==> config.mk <==
export PLATFORM = sky130hd
export DESIGN_NAME = serial_adder_flat
export DESIGN_NICKNAME = d
export VERILOG_FILES = /design/src/rtl/serial_adder_if.sv /design/src/rtl/serial_adder.sv /design/src/flat_wrapper.sv
export SDC_FILE = /design/constraint.sdc
export NUM_CORES = 1
export LEC_CHECK = 0
export BUFFER_PORTS_ARGS = -buffer_cell sky130_fd_sc_hd__clkbuf_2
export CELL_PAD_IN_SITES_DETAIL_PLACEMENT = 1
export CELL_PAD_IN_SITES_GLOBAL_PLACEMENT = 1
export CORE_MARGIN = 1
export CORE_UTILIZATION = 40
export CTS_CLUSTER_SIZE = 20
export DETAILED_ROUTE_END_ITERATION = 7
export GPL_TIMING_DRIVEN = 0
export PLACE_DENSITY_LB_ADDON = 0.2
export SLEW_MARGIN = 20
export SYNTH_ARGS = -nofsm -noshare
export SYNTH_HDL_FRONTEND = slang
export SYNTH_SLANG_ARGS = --single-unit
export TNS_END_PERCENT = 20
==> constraint.sdc <==
create_clock -name clk -period 1.3 [get_ports clk]
set_input_delay 0.13 -clock clk [delete_from_list [all_inputs] [get_ports clk]]
set_output_delay 0.13 -clock clk [all_outputs]
set_load 0.01 [all_outputs]
==> src/rtl/serial_adder_if.sv <==
// serial_adder_if: operand/result handshake bundle for serial_adder.
//   in_valid/in_ready  operand handshake (producer -> adder)
//   a, b, cin          operands and carry-in
//   out_valid/out_ready result handshake (adder -> consumer)
//   sum, cout          result and carry-out
//   ovf                signed overflow, present only with SERIAL_ADDER_OVF_EN
// Modports: slave = adder side, master = producer/consumer side.
interface serial_adder_if #(
  parameter int unsigned WIDTH = 8
);
  logic             in_valid;
  logic             in_ready;
  logic [WIDTH-1:0] a;
  logic [WIDTH-1:0] b;
  logic             cin;
  logic             out_valid;
  logic             out_ready;
  logic [WIDTH-1:0] sum;
  logic             cout;
`ifdef SERIAL_ADDER_OVF_EN
  logic             ovf;
`endif

  modport slave (
    input  in_valid, a, b, cin, out_ready,
    output in_ready, out_valid, sum, cout
`ifdef SERIAL_ADDER_OVF_EN
    , output ovf
`endif
  );

  modport master (
    output in_valid, a, b, cin, out_ready,
    input  in_ready, out_valid, sum, cout
`ifdef SERIAL_ADDER_OVF_EN
    , input ovf
`endif
  );
endinterface

==> src/rtl/serial_adder.sv <==
// serial_adder: digit-serial adder computing a + b + cin, DIGIT bits per clock over
// K = WIDTH/DIGIT cycles using a single DIGIT-wide adder slice. One operation in flight.
// Ports:
//   clk  rising-edge clock
//   rst  synchronous active-high reset
//   bus  serial_adder_if.slave: in_valid/in_ready, a, b, cin, out_valid/out_ready, sum, cout
//        (+ ovf when SERIAL_ADDER_OVF_EN is defined)
// Optional feature macro: SERIAL_ADDER_OVF_EN adds the signed-overflow output ovf.
module serial_adder #(
  parameter int unsigned WIDTH = 8,
  parameter int unsigned DIGIT = 1
) (
  input  logic           clk,
  input  logic           rst,
  serial_adder_if.slave  bus
);

  localparam int unsigned K    = (DIGIT == 0) ? 1 : WIDTH / DIGIT;
  localparam int unsigned CntW = $clog2(K + 1);

  if (WIDTH < 1 || DIGIT == 0 || (WIDTH % DIGIT) != 0) begin : g_bad_cfg
    $error("serial_adder: DIGIT must be nonzero and divide WIDTH");
  end

  typedef enum logic [1:0] {StIdle, StRun, StDone} state_e;

  state_e            state_q, state_d;
  logic [WIDTH-1:0]  a_q, a_d;
  logic [WIDTH-1:0]  b_q, b_d;
  logic [WIDTH-1:0]  acc_q, acc_d;
  logic              carry_q, carry_d;
  logic [CntW-1:0]   count_q, count_d;
  logic [WIDTH-1:0]  sum_q, sum_d;
  logic              cout_q, cout_d;
`ifdef SERIAL_ADDER_OVF_EN
  logic              ovf_q, ovf_d;
`endif

  // Single DIGIT-wide slice; top bit is the digit carry-out.
  logic [DIGIT:0]          dig_sum;
  logic [WIDTH+DIGIT-1:0]  acc_cat;
  logic [WIDTH-1:0]        acc_nxt;

  assign dig_sum = {1'b0, a_q[DIGIT-1:0]} + {1'b0, b_q[DIGIT-1:0]}
                 + {{DIGIT{1'b0}}, carry_q};
  // New digit enters at the MSB end; after K shifts digit 0 sits at bit 0.
  assign acc_cat = {dig_sum[DIGIT-1:0], acc_q};
  assign acc_nxt = acc_cat[WIDTH+DIGIT-1:DIGIT];

  always_comb begin
    state_d = state_q;
    a_d     = a_q;
    b_d     = b_q;
    acc_d   = acc_q;
    carry_d = carry_q;
    count_d = count_q;
    sum_d   = sum_q;
    cout_d  = cout_q;
`ifdef SERIAL_ADDER_OVF_EN
    ovf_d   = ovf_q;
`endif
    unique case (state_q)
      StIdle: begin
        if (bus.in_valid) begin
          a_d     = bus.a;
          b_d     = bus.b;
          carry_d = bus.cin;
          count_d = '0;
          state_d = StRun;
        end
      end
      StRun: begin
        a_d     = a_q >> DIGIT;
        b_d     = b_q >> DIGIT;
        acc_d   = acc_nxt;
        carry_d = dig_sum[DIGIT];
        count_d = count_q + CntW'(1);
        if (count_q == CntW'(K - 1)) begin
          sum_d   = acc_nxt;
          cout_d  = dig_sum[DIGIT];
`ifdef SERIAL_ADDER_OVF_EN
          // Same-sign operands producing an opposite-sign MSB: equivalent to
          // carry-into-MSB XOR carry-out.
          ovf_d   = (a_q[DIGIT-1] == b_q[DIGIT-1]) && (dig_sum[DIGIT-1] != a_q[DIGIT-1]);
`endif
          state_d = StDone;
        end
      end
      StDone: begin
        if (bus.out_ready) state_d = StIdle;
      end
      default: state_d = StIdle;
    endcase
  end

  always_ff @(posedge clk) begin
    if (rst) begin
      state_q <= StIdle;
      a_q     <= '0;
      b_q     <= '0;
      acc_q   <= '0;
      carry_q <= 1'b0;
      count_q <= '0;
      sum_q   <= '0;
      cout_q  <= 1'b0;
`ifdef SERIAL_ADDER_OVF_EN
      ovf_q   <= 1'b0;
`endif
    end else begin
      state_q <= state_d;
      a_q     <= a_d;
      b_q     <= b_d;
      acc_q   <= acc_d;
      carry_q <= carry_d;
      count_q <= count_d;
      sum_q   <= sum_d;
      cout_q  <= cout_d;
`ifdef SERIAL_ADDER_OVF_EN
      ovf_q   <= ovf_d;
`endif
    end
  end

  assign bus.in_ready  = (state_q == StIdle);
  assign bus.out_valid = (state_q == StDone);
  assign bus.sum       = sum_q;
  assign bus.cout      = cout_q;
`ifdef SERIAL_ADDER_OVF_EN
  assign bus.ovf       = ovf_q;
`endif

endmodule

==> src/flat_wrapper.sv <==
// flat-port wrapper written by rule: the top's interface ports become plain ports
module serial_adder_flat 
#(
  parameter int unsigned WIDTH = 8,
  parameter int unsigned DIGIT = 1
)
  (clk, rst, bus_in_valid, bus_a, bus_b, bus_cin, bus_out_ready, bus_in_ready, bus_out_valid, bus_sum, bus_cout);
  serial_adder_if #(.WIDTH(WIDTH)) bus_i ();
  input  logic clk;
  input  logic rst;
  input wire logic [$bits(bus_i.in_valid)-1:0] bus_in_valid;
  input wire logic [$bits(bus_i.a)-1:0] bus_a;
  input wire logic [$bits(bus_i.b)-1:0] bus_b;
  input wire logic [$bits(bus_i.cin)-1:0] bus_cin;
  input wire logic [$bits(bus_i.out_ready)-1:0] bus_out_ready;
  output wire logic [$bits(bus_i.in_ready)-1:0] bus_in_ready;
  output wire logic [$bits(bus_i.out_valid)-1:0] bus_out_valid;
  output wire logic [$bits(bus_i.sum)-1:0] bus_sum;
  output wire logic [$bits(bus_i.cout)-1:0] bus_cout;
  assign bus_i.in_valid = bus_in_valid;
  assign bus_i.a = bus_a;
  assign bus_i.b = bus_b;
  assign bus_i.cin = bus_cin;
  assign bus_i.out_ready = bus_out_ready;
  assign bus_in_ready = bus_i.in_ready;
  assign bus_out_valid = bus_i.out_valid;
  assign bus_sum = bus_i.sum;
  assign bus_cout = bus_i.cout;
  serial_adder #(.WIDTH(WIDTH), .DIGIT(DIGIT)) u_core (.clk(clk), .rst(rst), .bus(bus_i));
endmodule
* Yosys cells after proc, flatten, opt, wreduce, memory -nomap -nowiden
Index checks and enable logic that the tools add are counted.
Word-level totals: register bits 40, latch bits 0, RAM bits 0, memory bits (read-only) 0, input port bits 21, output and inout bits 11, memories 0
Cells by class: $add $sub $neg 3, $mul 0, divide/modulo/power cells 0, magnitude comparators 0, equality and inequality tests 6, shift-type cells 0, mux-type cells 12, bitwise gates (word level) 0, reductions and logical operators 5
Operators by type and width (number):
- 8-bit one-hot mux with 2 select lines | 2
- 8-bit 2-to-1 mux | 2
- 4-bit one-hot mux with 2 select lines | 1
- 2-bit 2-to-1 mux | 3
- 2-bit one-hot mux with 3 select lines | 1
- 4-bit by 1-bit adder with 4-bit output, second input constant | 1
- 4-bit by 3-bit equality test with 1-bit output, second input constant | 1
- 4-bit 2-to-1 mux | 1
- 2-bit inequality test, second input constant | 2
- 2-bit AND reduction | 2
- 3-bit AND reduction | 1
- 1-bit by 1-bit adder with 2-bit output | 1
- 2-bit by 1-bit adder with 2-bit output | 1
- 2-bit by 1-bit equality test with 1-bit output, second input constant | 1
- 2-bit equality test, second input constant | 1
- 2-bit logical NOT | 1
- 2-bit by 1-bit inequality test with 1-bit output, second input constant | 1
- 1-bit one-hot mux with 2 select lines | 1
- 2-bit nonzero test | 1
- 1-bit 2-to-1 mux | 1

* Logic depth before layout (Yosys ltp)
depth after elaboration 3, gate-level depth with buffers 5, mapped depth without buffers 4

* Worst setup path after synthesis
OpenSTA, ideal clock, no wires.
kind register -> register, from register u_core.count_q[0], to register u_core.state_q[1], setup time 0.128 ns, arrival 1.065 ns, data required time 1.172 ns, path slack 0.108 ns, cell stages (with the launch flop) 6, path buffers 1, period minus slack after synthesis 1.192 ns, cell sequence dfxtp_1 > ha_1 > and3b_1 > buf_2 > a22oi_1 > nor2_1
Between the ends: word-level cells in the longest chain between the ends 3
Ends and longest elaborated chain:
- start, declared | line serial_adder.sv:32 | logic [CntW-1:0] count_q, count_d;
- start signal, assigned | line serial_adder.sv:115 | count_q <= count_d;
- 4-bit by 3-bit equality test with 1-bit output | line serial_adder.sv:78 | if (count_q == CntW'(K - 1)) begin
- 2-bit by 1-bit inequality test with 1-bit output (no source line)
- 3-bit AND reduction (no source line)
- end signal, assigned | line serial_adder.sv:98 | state_q <= StIdle;
- end signal, assigned | line serial_adder.sv:110 | state_q <= state_d;
- end, declared | line serial_adder.sv:27 | state_e state_q, state_d;
Every way passes these cells. A chain may end at the register's enable or synchronous reset.

* Worst setup path after layout
from register u_core.state_q[1], to output bus_out_valid
Between the ends: word-level cells in the longest chain between the ends 1
Ends and longest elaborated chain:
- 2-bit equality test | line serial_adder.sv:125 | assign bus.out_valid = (state_q == StDone);
- end, declared | line flat_wrapper.sv:17 | output wire logic [$bits(bus_i.out_valid)-1:0] bus_out_valid;
Every way passes these cells.

==> run metrics <==
GRT overflow=0; Power Total=2.72 mW; Crit. End Element=output pin; Reg area=786 um^2; mapped cell area=approximately 1800 um^2; TritonRoute pass-1 iters=4; Pwr Density=1180 nW/um^2; Max Root-Sink Buffers=2; Critical Path Start Type=flop; most frequent cell after synthesis=a21oi_1; via/cell ratio=5.44; P&R area growth vs syn=25.1%; most frequent cells after synthesis=48 x a21oi_1, 39 x dfxtp_1, 33 x nor2_1; crit path time final=1270 ps; #FFs+latches synth=39; Syn Inst Count=233; RSZ-0062 raised after global routing=true; total track usage=22.5%; # diodes=0; Nets=298; Post-synth EDFFs=0; DRT antenna net count=0; post-synth top area share=between 40% and 50%; clk_lat worst skew=~300 ps; largest net degree at the start of global routing=14; post-route clock period utilization=a little over nine tenths; slew of the pin with the lowest slew margin=527 ps; clock skew=between 10 and 15 ps; CP Class=flop to output pin; die area=4900 um^2; fmax=just under 0.8 GHz; top post-synthesis cells by area=dfxtp_1 42%, a21oi_1 13%, o221a_2 9.1%; main flop type after synthesis=dfxtp_1; DRC=0; # port buffers=31; Async SR Flop Fraction=0%; Syn Nets=roughly 260; vias in the first global route=1821; Synth cell types=27; multi-input logic area=955 um^2; routed via count=roughly 1800; # setup viols final=0; Worst Hold Slack=between 100 and 150 ps; Initial Utilization=~42%; hold crit path type=input pin to flop; Routed WL=between 5000 and 6000 um; Max transition margin=about two thirds; critical path required time=1170 ps; DRT iter0 DRCs=66; Detailed Place HPWL=3460 um; Sink Count=39; sequential share of the synthesized area=between 40% and 50%; Worst Path Arrival=roughly 1100 ps; drt wl/cell=15.4 um; TritonCTS Buffers=5; initial antenna violation count=0; Die X=70.0 um; mean cell area of the mapped netlist=7.93 um^2; Finished Core Util=52.7%; Synth Warn #=0; Core Box Area=4380 um^2; Ports=32; status=finished clean; DIE HEIGHT=70.0 um; CTS tree=done; # fillers=550; row count=24; GPL Wtd Cong=0.741; CTS root buffer=clkbuf_8; LEAKAGE=0.949 nW; final count of hold timing violations=0; fraction of layout cells with a size suffix above 1=between 30% and 40%; clock slew at reported path FFs=90 ps; largest area contributor in the synthesized netlist=dfxtp_1; fin. max-slew vios=0; Max FO, Critical Path=8; H-Tree Depth=2; max cap viols=0; first-pass GRT wire length=slightly below 9000 um; peak supply drop=0.000661 V
-- sequential cells by signal, indices dropped and copies added (netlist names) --
register,flops
u_core.acc_q,7
u_core.carry_q,1
u_core.b_q,8
u_core.bus.cout,1
u_core.bus.sum,8
u_core.a_q,8
u_core.state_q,2
u_core.count_q,4
-- worst max-delay path, cell delays in order, from the launching register on --
cell and delay (ps):
dfxtp_2 330, buf_6 130, buf_8 100, nor2b_4 140, buf_2 130
-- metal layers --
layer,vias up,routed length (um),GRT usage (%)
li1,893,-,-
met1,862,2490,30.1
met2,25,2380,36.3
met3,4,156,5.34
met4,0,37,5.78
met5,-,0,0
-- metrics by stage --
stage	area (um^2)	TNS, ps	cells	setup WS [ps]
after floorplan	1850	0	233	108
after global placement	2070	0	316	3.80
after detailed placement	2070	-273	316	-48.6
after CTS	2260	0	328	0.581
after global routing	2310	-52.5	328	-27.0
final	2310	0	328	32.3
-- logic make-up after synthesis --
family / synth area share (%)
compound gates: 28.8
simple gates: 18.0
flops: 42.2
buf+inv: 8.67
fa+ha+maj: 1.76
mux: 0.542
-- area by class of cell --
| type | count | area share, % |
|---|---|---|
| clock inverter | 2 | 1.68 |
| timing repair buffer | 35 | 8.01 |
| clock buffer | 6 | 3.57 |
| multi-input combinational | 157 | 41.3 |
| buffer | 20 | 5.90 |
| tap | 52 | 2.81 |
| inverter | 17 | 2.76 |
| sequential | 39 | 34.0 |
-- placed cells by master (no fill, tap or decap), types with 2 or more instances in the layout --
master / instances
a21oi_1: 48
a22oi_1: 2
a31oi_1: 2
buf_2: 9
buf_4: 5
buf_6: 3
clkbuf_1: 4
clkbuf_2: 30
clkbuf_8: 7
dfxtp_1: 35
dfxtp_2: 4
inv_1: 17
nand2_1: 18
nand3_1: 11
nand3b_1: 2
nor2_1: 31
nor2_2: 2
nor2b_1: 3
o221a_2: 15
o22ai_1: 2
o31ai_1: 5
o31ai_2: 4
-- worst paths after layout --
check	from	endpoint	slack [ps]	cells after the start
max	u_core.state_q[1]	bus_out_valid	30	4
min	bus_a[7]	u_core.a_q[7]	120	3
max reg2reg	u_core.state_q[1]	u_core.b_q[6]	30	6
min reg2reg	u_core.acc_q[1]	u_core.acc_q[1]	460	2
-- power breakdown --
group / internal (mW) / switching, mW / total, mW
Clock: 0.632 / 0.460 / 1.09
Combinational: 0.144 / 0.181 / 0.325
Sequential: 1.25 / 0.0525 / 1.30
Total: 2.03 / 0.694 / 2.72
-- what timing repair did --
action                     4_1_cts  5_1_grt
gates resized for setup         14       20
hold endpoints to repair         0        0
setup buffers                    4        0
hold buffers                     0        0
setup endpoints to repair       13       19
pin swaps                        0        2
Note: power is estimated with default switching activity, not from simulation.
